<file path="config.mk">
export PLATFORM = sky130hd
export DESIGN_NAME = wave_gen_core
export DESIGN_NICKNAME = d
export VERILOG_FILES = /design/src/rtl/wave_gen_pkg.sv /design/src/rtl/cos_quarter_lut.sv /design/src/rtl/wave_gen_core.sv
export SDC_FILE = /design/constraint.sdc
export NUM_CORES = 1
export LEC_CHECK = 0
export CAP_MARGIN = 20
export CELL_PAD_IN_SITES_DETAIL_PLACEMENT = 1
export CELL_PAD_IN_SITES_GLOBAL_PLACEMENT = 1
export CORE_MARGIN = 2
export CORE_UTILIZATION = 52
export CTS_BUF_LIST = sky130_fd_sc_hd__clkbuf_4 sky130_fd_sc_hd__clkbuf_8 sky130_fd_sc_hd__clkbuf_16
export DETAILED_ROUTE_END_ITERATION = 8
export PLACE_DENSITY = 0.85
export SLEW_MARGIN = 15
export SYNTH_ARGS = -nofsm -noshare
export SYNTH_HDL_FRONTEND = slang
export SYNTH_SLANG_ARGS = --single-unit
</file>
<file path="constraint.sdc">
create_clock -name clk -period 9.1 [get_ports clk]
set_clock_uncertainty 0.05 [all_clocks]
set_input_delay 2.73 -clock clk [delete_from_list [all_inputs] [get_ports clk]]
set_output_delay 2.73 -clock clk [all_outputs]
set_load 0.005 [all_outputs]
</file>
<file path="src/rtl/wave_gen_pkg.sv">
// Shared definitions for the waveform-shaping core: select encodings, unity gain,
// and the quarter-wave cosine table generator used at elaboration time.
package wave_gen_pkg;

  typedef enum logic [1:0] {
    WAVE_RAMP_UP = 2'b00,
    WAVE_RAMP_DN = 2'b01,
    WAVE_SQUARE  = 2'b10,
    WAVE_COS     = 2'b11
  } wave_sel_e;

  localparam int GAIN_UNITY = 256;
  localparam real PI = 3.14159265358979323846;

  // T[k] = round((MID-1) * cos(pi*k / (2*N))), N = 2^lut_aw, MID = 2^(amp_w-1).
  // The Taylor series keeps the evaluation to plain real arithmetic; 12 terms is
  // far beyond double precision for arguments in [0, pi/2].
  function automatic int cos_entry(input int k, input int lut_aw, input int amp_w);
    real x;
    real term;
    real sum;
    real scaled;
    x    = PI * real'(k) / (2.0 * real'(1 << lut_aw));
    term = 1.0;
    sum  = 1.0;
    for (int n = 1; n <= 12; n++) begin
      term = -term * x * x / real'((2 * n - 1) * (2 * n));
      sum  = sum + term;
    end
    scaled = real'((1 << (amp_w - 1)) - 1) * sum;
    if (scaled < 0.0) scaled = 0.0;
    return $rtoi(scaled + 0.5);
  endfunction

endpackage

</file>
<file path="src/rtl/cos_quarter_lut.sv">
// Quarter-wave cosine magnitude table, 2^LUT_AW+1 entries, with a registered
// synchronous read port.
module cos_quarter_lut
  import wave_gen_pkg::*;
#(
  parameter int LUT_AW = 6,
  parameter int AMP_W  = 10
) (
  input  logic              clk,
  input  logic [LUT_AW:0]   i_addr,
  output logic [AMP_W-2:0]  o_data
);

  localparam int N = 1 << LUT_AW;

  logic [AMP_W-2:0] w_tab [0:N];
  logic [AMP_W-2:0] r_data;

  for (genvar k = 0; k <= N; k++) begin : g_tab
    assign w_tab[k] = (AMP_W-1)'(cos_entry(k, LUT_AW, AMP_W));
  end

  always_ff @(posedge clk) begin
    r_data <= w_tab[i_addr];
  end

  assign o_data = r_data;

endmodule

</file>
<file path="src/rtl/wave_gen_core.sv">
// Three-stage waveform shaper: phase -> ramp/square/cosine shape -> gain scaling.
// Waveform changes are deferred to the next phase wrap so the output never glitches.
module wave_gen_core
  import wave_gen_pkg::*;
#(
  parameter int PHASE_W = 8,
  parameter int AMP_W   = 10
) (
  input  logic               clk,
  input  logic               rst_n,
  input  logic               in_valid,
  input  logic [PHASE_W-1:0] phase_in,
  input  logic [1:0]         select,
  input  logic [PHASE_W-1:0] duty,
  input  logic [8:0]         gain,
  output logic               out_valid,
  output logic [AMP_W-1:0]   amplitude
);

  localparam int LUT_AW = PHASE_W - 2;
  localparam int N      = 1 << LUT_AW;
  localparam int S      = AMP_W - PHASE_W;
  localparam logic [AMP_W-1:0] MAXA = '1;
  localparam logic [AMP_W-1:0] MID  = {1'b1, {(AMP_W-1){1'b0}}};

  function automatic logic [8:0] clamp_gain(input logic [8:0] g);
    return (g > 9'(GAIN_UNITY)) ? 9'(GAIN_UNITY) : g;
  endfunction

  function automatic logic [AMP_W-1:0] scale_gain(input logic [AMP_W-1:0] s,
                                                 input logic [8:0] g);
    logic [AMP_W+8:0] prod;
    prod = {9'b0, s} * {{AMP_W{1'b0}}, g};
    return prod[AMP_W+7:8];
  endfunction

  logic [1:0]         r_active_sel;
  logic [1:0]         r_pending_sel;
  logic               r_first;
  logic [PHASE_W-1:0] r_prev_phase;
  logic [1:0]         w_sel_eff;

  // A wrap sample already uses the deferred request; the very first sample after
  // reset takes its select directly.
  always_comb begin
    w_sel_eff = r_active_sel;
    if (r_first)
      w_sel_eff = select;
    else if (phase_in < r_prev_phase)
      w_sel_eff = r_pending_sel;
  end

  always_ff @(posedge clk or negedge rst_n) begin
    if (!rst_n) begin
      r_active_sel  <= 2'b00;
      r_pending_sel <= 2'b00;
      r_first       <= 1'b1;
      r_prev_phase  <= '0;
    end else if (in_valid) begin
      r_active_sel  <= w_sel_eff;
      r_pending_sel <= select;
      r_first       <= 1'b0;
      r_prev_phase  <= phase_in;
    end
  end

  // Stage 1: capture phase, resolved mode, duty and clamped gain
  logic               r_vld_p1;
  logic [PHASE_W-1:0] r_phase_p1;
  logic [1:0]         r_sel_p1;
  logic [PHASE_W-1:0] r_duty_p1;
  logic [8:0]         r_gain_p1;

  always_ff @(posedge clk) begin
    if (in_valid) begin
      r_phase_p1 <= phase_in;
      r_sel_p1   <= w_sel_eff;
      r_duty_p1  <= duty;
      r_gain_p1  <= clamp_gain(gain);
    end
  end

  // Stage 2: table read and shape mux
  logic [1:0]         w_quad_p1;
  logic [LUT_AW-1:0]  w_idx_p1;
  logic [LUT_AW:0]    w_addr_p1;
  logic [PHASE_W-1:0] w_inv_p1;
  logic [AMP_W-1:0]   w_shape_p1;
  logic [AMP_W-2:0]   w_lut_p2;

  assign w_quad_p1 = r_phase_p1[PHASE_W-1 -: 2];
  assign w_idx_p1  = r_phase_p1[LUT_AW-1:0];
  assign w_inv_p1  = ~r_phase_p1;
  // Odd quadrants walk the quarter table backwards, which needs index N itself.
  assign w_addr_p1 = w_quad_p1[0] ? ((LUT_AW+1)'(N) - {1'b0, w_idx_p1})
                                  : {1'b0, w_idx_p1};

  cos_quarter_lut #(
    .LUT_AW (LUT_AW),
    .AMP_W  (AMP_W)
  ) u_lut (
    .clk    (clk),
    .i_addr (w_addr_p1),
    .o_data (w_lut_p2)
  );

  always_comb begin
    w_shape_p1 = '0;
    case (r_sel_p1)
      WAVE_RAMP_UP: w_shape_p1 = AMP_W'(r_phase_p1) << S;
      WAVE_RAMP_DN: w_shape_p1 = AMP_W'(w_inv_p1) << S;
      WAVE_SQUARE:  w_shape_p1 = (r_phase_p1 < r_duty_p1) ? MAXA : '0;
      default:      w_shape_p1 = '0;
    endcase
  end

  logic               r_vld_p2;
  logic [AMP_W-1:0]   r_shape_p2;
  logic               r_is_cos_p2;
  logic               r_cos_neg_p2;
  logic [8:0]         r_gain_p2;

  always_ff @(posedge clk) begin
    r_shape_p2   <= w_shape_p1;
    r_is_cos_p2  <= (r_sel_p1 == WAVE_COS);
    r_cos_neg_p2 <= w_quad_p1[1] ^ w_quad_p1[0];
    r_gain_p2    <= r_gain_p1;
  end

  // Stage 3: cosine offset, gain multiply and output register
  logic [AMP_W-1:0] w_cos_p2;
  logic [AMP_W-1:0] w_sample_p2;
  logic             r_vld_p3;
  logic [AMP_W-1:0] r_amp_p3;

  assign w_cos_p2    = r_cos_neg_p2 ? (MID - {1'b0, w_lut_p2}) : (MID + {1'b0, w_lut_p2});
  assign w_sample_p2 = r_is_cos_p2 ? w_cos_p2 : r_shape_p2;

  always_ff @(posedge clk or negedge rst_n) begin
    if (!rst_n) begin
      r_vld_p1 <= 1'b0;
      r_vld_p2 <= 1'b0;
      r_vld_p3 <= 1'b0;
      r_amp_p3 <= '0;
    end else begin
      r_vld_p1 <= in_valid;
      r_vld_p2 <= r_vld_p1;
      r_vld_p3 <= r_vld_p2;
      if (r_vld_p2)
        r_amp_p3 <= scale_gain(w_sample_p2, r_gain_p2);
    end
  end

  assign out_valid = r_vld_p3;
  assign amplitude = r_amp_p3;

endmodule
</file>
==> flow_results.org, run 1 <==
** Cells and area
- Leaving out fill and tap cells, the most frequent cell in the layout is sky130_fd_sc_hd__inv_1.
- Area added between synthesis and finish :: 11.7%
- Of the cells placed in the final design, the portion with a size suffix greater than 1 is 0.0575.
- Highest-count cells in the layout ignoring fill and taps :: 104 x sky130_fd_sc_hd__inv_1, 77 x sky130_fd_sc_hd__nand2_1, 61 x sky130_fd_sc_hd__ha_1, 55 x sky130_fd_sc_hd__fa_1, 39 x sky130_fd_sc_hd__clkdlybuf4s50_1
- The number of antenna diodes in the final layout is 0.
- Layout Nets :: roughly 920

** Status
- Result of the run :: completed

** Worst setup path
- The worst setup path is launched from a register.
- Count of buffering cells on the critical path with inverters included :: 3
- The critical path crosses 19 cells after its start point.
- The signal on the critical path passes through or4_4 > o31ai_1 > xor2_1 > a21oi_1 > nand2_1 > fa_1 > inv_1 > fa_1 > fa_1 > inv_1 > fa_1 > inv_1 > ha_1 > nand3_1 > nor4_1 > a21oi_1 > a311oi_1 > nor3_1 > o31ai_1.
- The critical path is of the reg -> reg type.
- For the worst setup path, the data arrival time is between 6 and 7 ns.
- Cell type with the highest occurrence count on the critical path :: sky130_fd_sc_hd__fa_1
- The largest single stage delay on the critical path is 0.66 ns.
- Reg2Reg Depth :: 19
- Slowest-stage cell, CP :: sky130_fd_sc_hd__a21oi_1
- STA puts the critical path data required time at slightly above 9 ns.
- The worst setup path is captured at a register.
- Worst Path Max Fanout :: 9
- Family of cells with the greatest summed delay on the critical path :: adder cells

** Synthesis
- Counting every instance in the synthesized netlist gives about 750.
- Sequential fraction of the synthesis area :: 0.289
- After synthesis the cells add up to 0.00707 sq mm.
- Yosys mapped a number of flops with a built-in enable equal to 27.
- During synthesis, Yosys emitted a total of 0 warnings.
- Measured against the total synthesized area, the mux share comes to 0.0294.
- The average instance in the mapped netlist occupies around 9.4 sq um.
- Combinational family with the most area after synthesis :: adder cells
- Synth Register Bits :: slightly above 80
- By area the synthesized netlist is led by sky130_fd_sc_hd__fa_1 16%, sky130_fd_sc_hd__edfxtp_1 11%, sky130_fd_sc_hd__ha_1 11%.
- Of the post-synthesis cell area, the dominant cell type holds 0.156.
- Summed over all instances, the cell type with the most area after synthesis is sky130_fd_sc_hd__fa_1.
- Post-synthesis share of cell area spent on full adders, half adders and majority gates :: 0.264
- Top FF cell, synth :: sky130_fd_sc_hd__dfxtp_1
- XOR/XNOR Fraction of Synth Area :: 0.0373
- Of all flip-flops after synthesis, the portion carrying an async set or reset was 0.317.
- Distinct cells, synth :: 70
- The complex-gate fraction of the synthesized area is 0.142.
- Of the total synthesized cell area, the portion taken by AND, OR, NAND and NOR gates is 0.161.
- The number of nets handed over by synthesis was between 800 and 900.

** Clock network
- No sink is reached through more buffers than the 2 on the longest clock path.
- Worst-Skew Late Latency :: between 0.3 and 0.4 ns
- Buffer type at the clock tree root :: sky130_fd_sc_hd__clkbuf_16
- Number of sinks driven by the clock tree :: 82
- Buffers inserted during clock tree synthesis total 9.
- H-tree Lvls :: 3
- Clock-pin slew was measured on the worst setup and hold paths at roughly 0.070 ns.
- TritonCTS built the clock tree.
- The number of setup buffers added after CTS is 0.
- Number of gates given a new drive strength after cts :: 0
- Cts hold-fix bufs :: 0

** Worst hold path
- The tightest min-delay check is of the reg -> reg type.
- Counting instances, the worst hold path has a depth of 0.

** Detailed routing
- The detailed router finished its first iteration with approximately 300 violations.
- Vias post-DR :: 5592
- Number of design rule violations left after detail routing :: 0
- Ratio of routed vias to standard cells :: between 5 and 6
- Before antenna repair, the detailed router went through 5 iterations.
- After detailed routing, the total wire length is roughly 19 mm.
- Dividing the detail-routed wire length by the instance count gives between 15 and 20 um.
- The detail route stage leaves a number of antenna-violating nets equal to 0.

** Timing
- Number of hold-slack violations in the final timing report :: 0
- Unrepaired setup endpoints after global routing :: false
- Relative max-transition margin :: 0.313
- For the pin with the worst max-slew slack, the measured transition is slightly above 1 ns.
- Based on the critical path, the design can be clocked at up to 149 MHz.
- Counting I/O delays and the setup requirement, the final critical path takes 6.72 ns.
- Final TNS setup :: 0 ns
- Fin worst setup slack :: 2.38 ns
- Final setup violation count :: 0
- Number of max-slew violations in the final report :: 0
- Portion of the clock cycle consumed by the worst path in the final layout :: 0.738

** GRT
- Pin count of the biggest net entering global routing :: 52
- First-pass GRT wire length :: about 32 mm
- Total Routing Usage GR :: 0.279
- Grt ovf :: 0
- The initial antenna violation count is 0.
- Vias in the first global route :: between 6k and 7k

** Floorplanning
- Pin placement for this block handled 41 I/O pins.
- The floorplan step set the die height to 121 um.
- Initial standard-cell utilization of the core :: 0.534
- The die covers between 0.01 and 0.015 sq mm.
- The region available for standard cell placement spans ~0.013 sq mm.
- Die span in x :: roughly 120 um
- Row cnt :: 42

** Job
- Max-cap violations in this run came to 0.

** Placement
- The congestion estimate from routability-driven global placement came to between 0.8 and 0.9.
- Input and output buffers added on the ports amount to 40.
- Post-placement setup slack :: about 2.4 ns
- Total half-perimeter wirelength after legalization and detailed placement :: ~14 mm
==> routing by layer <==
metal,GRT usage,up-vias,wire [um]
met3,0.0392,41,599
li1,-,2578,-
met1,0.358,2850,8150
met5,0,-,0
met4,0.0988,0,480
met2,0.482,123,9590
==> Yosys cell counts, drive strengths merged (2+ instances only) <==
cell and instances:
and2 37, mux2 7, nor4 3, clkbuf 14
fa 55, mux2i 8, o211ai 17, a2111oi 2
xnor2 16, o21a 4, o211a 2, o21bai 2
buf 18, mux4 2, a21boi 2, nor2 38
ha 61, nand2b 12, a21o 9, a221oi 4
o2111ai 2, o41ai 5, nor3 18, nor2b 26
nand4b 2, nand2 77, inv 104, xor2 12
a21oi 34, nand3 5, or3 2, dfxtp 29
o21ai 29, dfrtp 25, a211oi 11, a311oi 3
edfxtp 27, o31ai 10, or2 2
==> area by class of cell <==
type                       count  area (sq um)
tap                          176           220
sequential                    82          2040
fill                        1538          5350
clock buffer                   9           225
timing repair buffer          46           440
inverter                     105           394
clock inverter                 7          86.3
multi-input combinational    534          4490
==> worst register-to-register path, stage by stage, from the launching register on <==
cell and delay [ns]:
sky130_fd_sc_hd__dfxtp_1 0.36, sky130_fd_sc_hd__or4_4 0.58, sky130_fd_sc_hd__o31ai_1 0.30, sky130_fd_sc_hd__xor2_1 0.11, sky130_fd_sc_hd__a21oi_1 0.66, sky130_fd_sc_hd__nand2_1 0.18, sky130_fd_sc_hd__fa_1 0.55, sky130_fd_sc_hd__inv_1 0.06
sky130_fd_sc_hd__fa_1 0.48, sky130_fd_sc_hd__fa_1 0.50, sky130_fd_sc_hd__inv_1 0.06, sky130_fd_sc_hd__fa_1 0.54, sky130_fd_sc_hd__inv_1 0.05, sky130_fd_sc_hd__ha_1 0.35, sky130_fd_sc_hd__nand3_1 0.13, sky130_fd_sc_hd__nor4_1 0.33
sky130_fd_sc_hd__a21oi_1 0.25, sky130_fd_sc_hd__a311oi_1 0.60, sky130_fd_sc_hd__nor3_1 0.12, sky130_fd_sc_hd__o31ai_1 0.35
==> final timing paths <==
| path | start | end | slack [ns] |
|---|---|---|---|
| setup / recovery | u_lut.o_data[2] | amplitude[8] | 2.38 |
| min in group asynchronous | rst_n | amplitude[9] | 2.71 |
| hold / removal | r_gain_p1[7] | r_gain_p2[7] | 0.30 |
| setup reg to reg | u_lut.o_data[2] | amplitude[8] | 2.38 |
| max in group asynchronous | rst_n | r_first | 5.98 |
| hold reg to reg | r_gain_p1[7] | r_gain_p2[7] | 0.30 |
==> cell families (layout without fill, tap and decap cells) <==
family	Yosys count	after routing
AO/OA/AOI/OAI	145	145
buffers and inverters	137	167
AND/OR/NAND/NOR	228	228
adder cells (fa/ha/maj)	116	116
multiplexers	17	17
XOR/XNOR	28	28
flip-flops	82	82
==> per-stage QoR <==
stage	instances	util	hold WS, ns	area (sq um)
after detailed placement	942	0.572	0.280	7570
after global routing	959	0.596	0.303	7900
after floorplan	753	-	0.273	7070
after CTS	958	0.595	0.295	7880
final	959	0.596	0.295	7900
after global placement	941	0.571	0.277	7560
==> flip-flops by register name, indices dropped and copies added, names as in the netlist <==
name	count
r_shape_p2	9
out_valid	1
r_gain_p1	9
r_gain_p2	9
r_vld_p1	1
r_cos_neg_p2	1
r_sel_p1	2
amplitude	10
r_duty_p1	8
u_lut.o_data	9
r_is_cos_p2	1
r_pending_sel	2
r_prev_phase	8
r_first	1
r_active_sel	2
r_phase_p1	8
r_vld_p2	1
Power of run 1 is left out: the tool's default activity adds up to more than one toggle a clock period on the data nets, which glitch-free logic cannot reach.
==> inputs of run 2 (changes only) <==
Settings changed: CORE_UTILIZATION 52 to 48, PLACE_DENSITY 0.85 to 0.79.
Clock period 9.1 ns to 6.3 ns, I/O delays scaled along.
==> run 2 against run 1 <==
Sequential share of layout area is 0.32 points lower. Design area up 1.3%. Utilization is 4.4 points lower. Register-to-register slack lost 2.1 ns. Critical endpoint unchanged. Global-route usage is 3.0 points lower. Sequential cell count did not move. Hold slack worse by 0.0028 ns. Clock-buffer cell count stayed put. Worst setup slack got worse by 2.1 ns. First-iteration DRC count shrank 7.4%. Maximum frequency rose by 12%.
==> flow_results.org, run 2 (synthesized netlist as in run 1, its figures left out) <==
** GRT
- For met1 alone, demand over resource in global routing was 0.323.
- Fraction of met2 tracks used by global routing :: 0.439
- Vias in the first global route :: between 6k and 7k
- First-pass GRT wire length :: between 30 and 40 mm
- Initial antenna violation count :: 0
- For this run, the total global-route usage over all layers was measured as 0.249.
- Entering global routing, the biggest net connects 52 pins.
- Global-route track usage on met3 :: 0.0282
- The global routing stage identified its most utilized layer as met2.
- For this run the aggregate overflow at the end of global routing stands at 0.

** Timing
- The count of pins over their slew limit is 0.
- Setup repair after global routing left no endpoint under its margin.
- Portion of the clock cycle consumed by the worst path in the final layout :: 0.951
- The clock period could shrink to ~6.0 ns.
- Relative max-transition margin :: 0.333
- At the pin with the least slew margin, the transition time is 1.00 ns.
- Setup violations remaining at the end of the flow were counted as 0.
- Derived from the worst setup path, the maximum achievable clock frequency is around 170 MHz.
- The hold violation total from the final report is 0.
- Final TNS setup :: 0 ns

** Status
- Result of the run :: completed

** Floorplanning
- Placeable core area :: 0.0145 sq mm
- Initial standard-cell utilization of the core :: 0.488
- Vert. Die Dim :: roughly 130 um
- slightly above 40 I/O pins were placed.
- In this run the horizontal extent of the chip is approximately 130 um.
- Overall die area :: between 0.015 and 0.02 sq mm
- The floorplan has 44 rows.

** Worst setup path
- Data on the critical path arrives at its endpoint at slightly above 6 ns.
- The critical path ends at amplitude[8].
- The most numerous cell type found on the critical path is sky130_fd_sc_hd__fa_1.
- Reg2Reg Depth :: 20
- Setup slack on the worst reg-to-reg path comes out at between 0.3 and 0.4 ns.
- Critical path endpoint category :: register
- The startpoint identified for the worst register-to-register timing path is u_lut.o_data[2].
- Walking the worst path, the cells encountered are or4_4 > o41ai_1 > xor2_1 > nor2_1 > a21oi_4 > nand2b_1 > fa_1 > inv_1 > fa_1 > fa_1 > inv_1 > fa_1 > inv_1 > ha_1 > nand3_1 > nor4_2 > a21oi_2 > a311oi_2 > nor3_1 > o31ai_1.
- Slowest-stage cell, CP :: sky130_fd_sc_hd__or4_4
- Tracing the worst setup path back leads to its startpoint at u_lut.o_data[2].
- STA classifies the critical path startpoint as a register.
- The critical path in this run is classified as reg -> reg.
- The worst register-to-register path ends at amplitude[8].
- Required @ worst endpoint :: around 6.5 ns
- Of all nets on the critical path, the largest fanout is 9.
- The largest single stage delay on the critical path is 0.58 ns.

** Detailed routing
- Drt first pass iters :: 5
- Remaining number of nets flagged by the antenna check after routing :: 0
- The detailed router finished its first iteration with around 270 violations.
- Ratio of routed vias to standard cells :: 5.68
- Number of design rule violations left after detail routing :: 0
- Vias post-DR :: between 5k and 6k
- Wires add up to about 18 mm.
- DR WL/cell :: roughly 19 um

** Worst hold path
- The worst hold path belongs to the class reg -> reg.

** Clock network
- The later pin in the worst-skew pair is clocked with a latency of 0.35 ns.
- The H-tree was split into 3 levels.
- Number of sinks driven by the clock tree :: 82
- Cts bufs inserted :: 9
- Clock-pin slew was measured on the worst setup and hold paths at around 0.07 ns.
- The cell sitting at the root of the clock tree is a sky130_fd_sc_hd__clkbuf_16.
- TritonCTS built the clock tree.
- Maximum clock path buffer count :: 2

** Cells and area
- Fraction of final layout cells sized beyond drive strength 1 :: 0.0708
- Max reg flops :: 10
- In the layout the commonest cells are 104 x sky130_fd_sc_hd__inv_1, 77 x sky130_fd_sc_hd__nand2_1, 61 x sky130_fd_sc_hd__ha_1, 55 x sky130_fd_sc_hd__fa_1, 39 x sky130_fd_sc_hd__clkdlybuf4s50_1.
- Layout Nets :: between 900 and 1k
- Relative to the synthesized area, the layout overhead comes to 13.1%.
- Count of antenna diodes in the layout :: 0
- Leaving out fill and tap cells, the most frequent cell in the layout is sky130_fd_sc_hd__inv_1.
- The layout has about 1.6k filler cells.

** Placement
- Total half-perimeter wirelength after legalization and detailed placement :: around 14 mm
- Port Buf Inserts :: 40
- Last weighted congestion value of the routability-driven placer :: 0.857

** Job
- Count of maximum capacitance violations :: 0
-- run 2: cell types whose count changed in the layout (fill, tap and decap cells not counted), sizes merged --
| cell | before | now |
|---|---|---|
| bufinv | 0 | 1 |
| inv | 106 | 108 |
| clkinv | 6 | 3 |
| buf | 7 | 15 |
-- run 2: how the worst min path moves through the flow --
stage | startpoint | endpoint | slack (ns) | cells past startpoint
after floorplan | r_gain_p1[0] | r_gain_p2[0] | 0.27 | 0
after global placement | r_gain_p1[6] | r_gain_p2[6] | 0.28 | 0
after detailed placement | r_gain_p1[7] | r_gain_p2[7] | 0.28 | 0
after CTS | r_gain_p1[3] | r_gain_p2[3] | 0.30 | 0
after global routing | r_gain_p1[3] | r_gain_p2[3] | 0.31 | 0
final | r_gain_p1[3] | r_gain_p2[3] | 0.29 | 0
-- run 2: worst max-delay path, delay by kind of cell, from the launching register on --
kind	cells	cell delay [ns]
AND/OR/NAND/NOR	6	1.39
buffers and inverters	3	0.20
XOR/XNOR	1	0.19
AO/OA/AOI/OAI	5	1.45
flip-flops	1	0.36
adder cells (fa/ha/maj)	5	2.24
-- run 2: routing by layer --
layer,vias to the layer above,wire (um)
li1,2589,-
met1,2806,8150
met2,117,9460
met3,29,514
met4,0,350
met5,-,0
-- run 2: final cells by class --
class                      instances  area [sq um]  area share
clock buffer                       9           225      0.0282
clock inverter                     7          95.1      0.0119
inverter                         105           394      0.0493
multi-input combinational        534          4510       0.564
sequential                        82          2040       0.256
tap                              184           230      0.0288
timing repair buffer              54           500      0.0626
-- run 2: per-stage QoR --
stage | cells | hold slack (ns) | instance area (sq um) | util | worst slack [ns]
final | 975 | 0.293 | 8000 | 0.552 | 0.306
after global routing | 975 | 0.310 | 8000 | 0.552 | 0.00790
after CTS | 975 | 0.295 | 7980 | 0.551 | 0.0769
after detailed placement | 959 | 0.282 | 7650 | 0.528 | 0.0441
after global placement | 958 | 0.278 | 7640 | 0.528 | 0.437
after floorplan | 753 | 0.273 | 7070 | - | 0.564
-- run 2: timing repair --
action                     in CTS  in global routing
setup endpoints to repair       1                  5
setup buffers                   0                  0
gates resized for setup         2                  6
hold buffers                    0                  0
pin swaps                       0                  1
cloned                          0                  0
Power of run 2 is left out for the same reason.
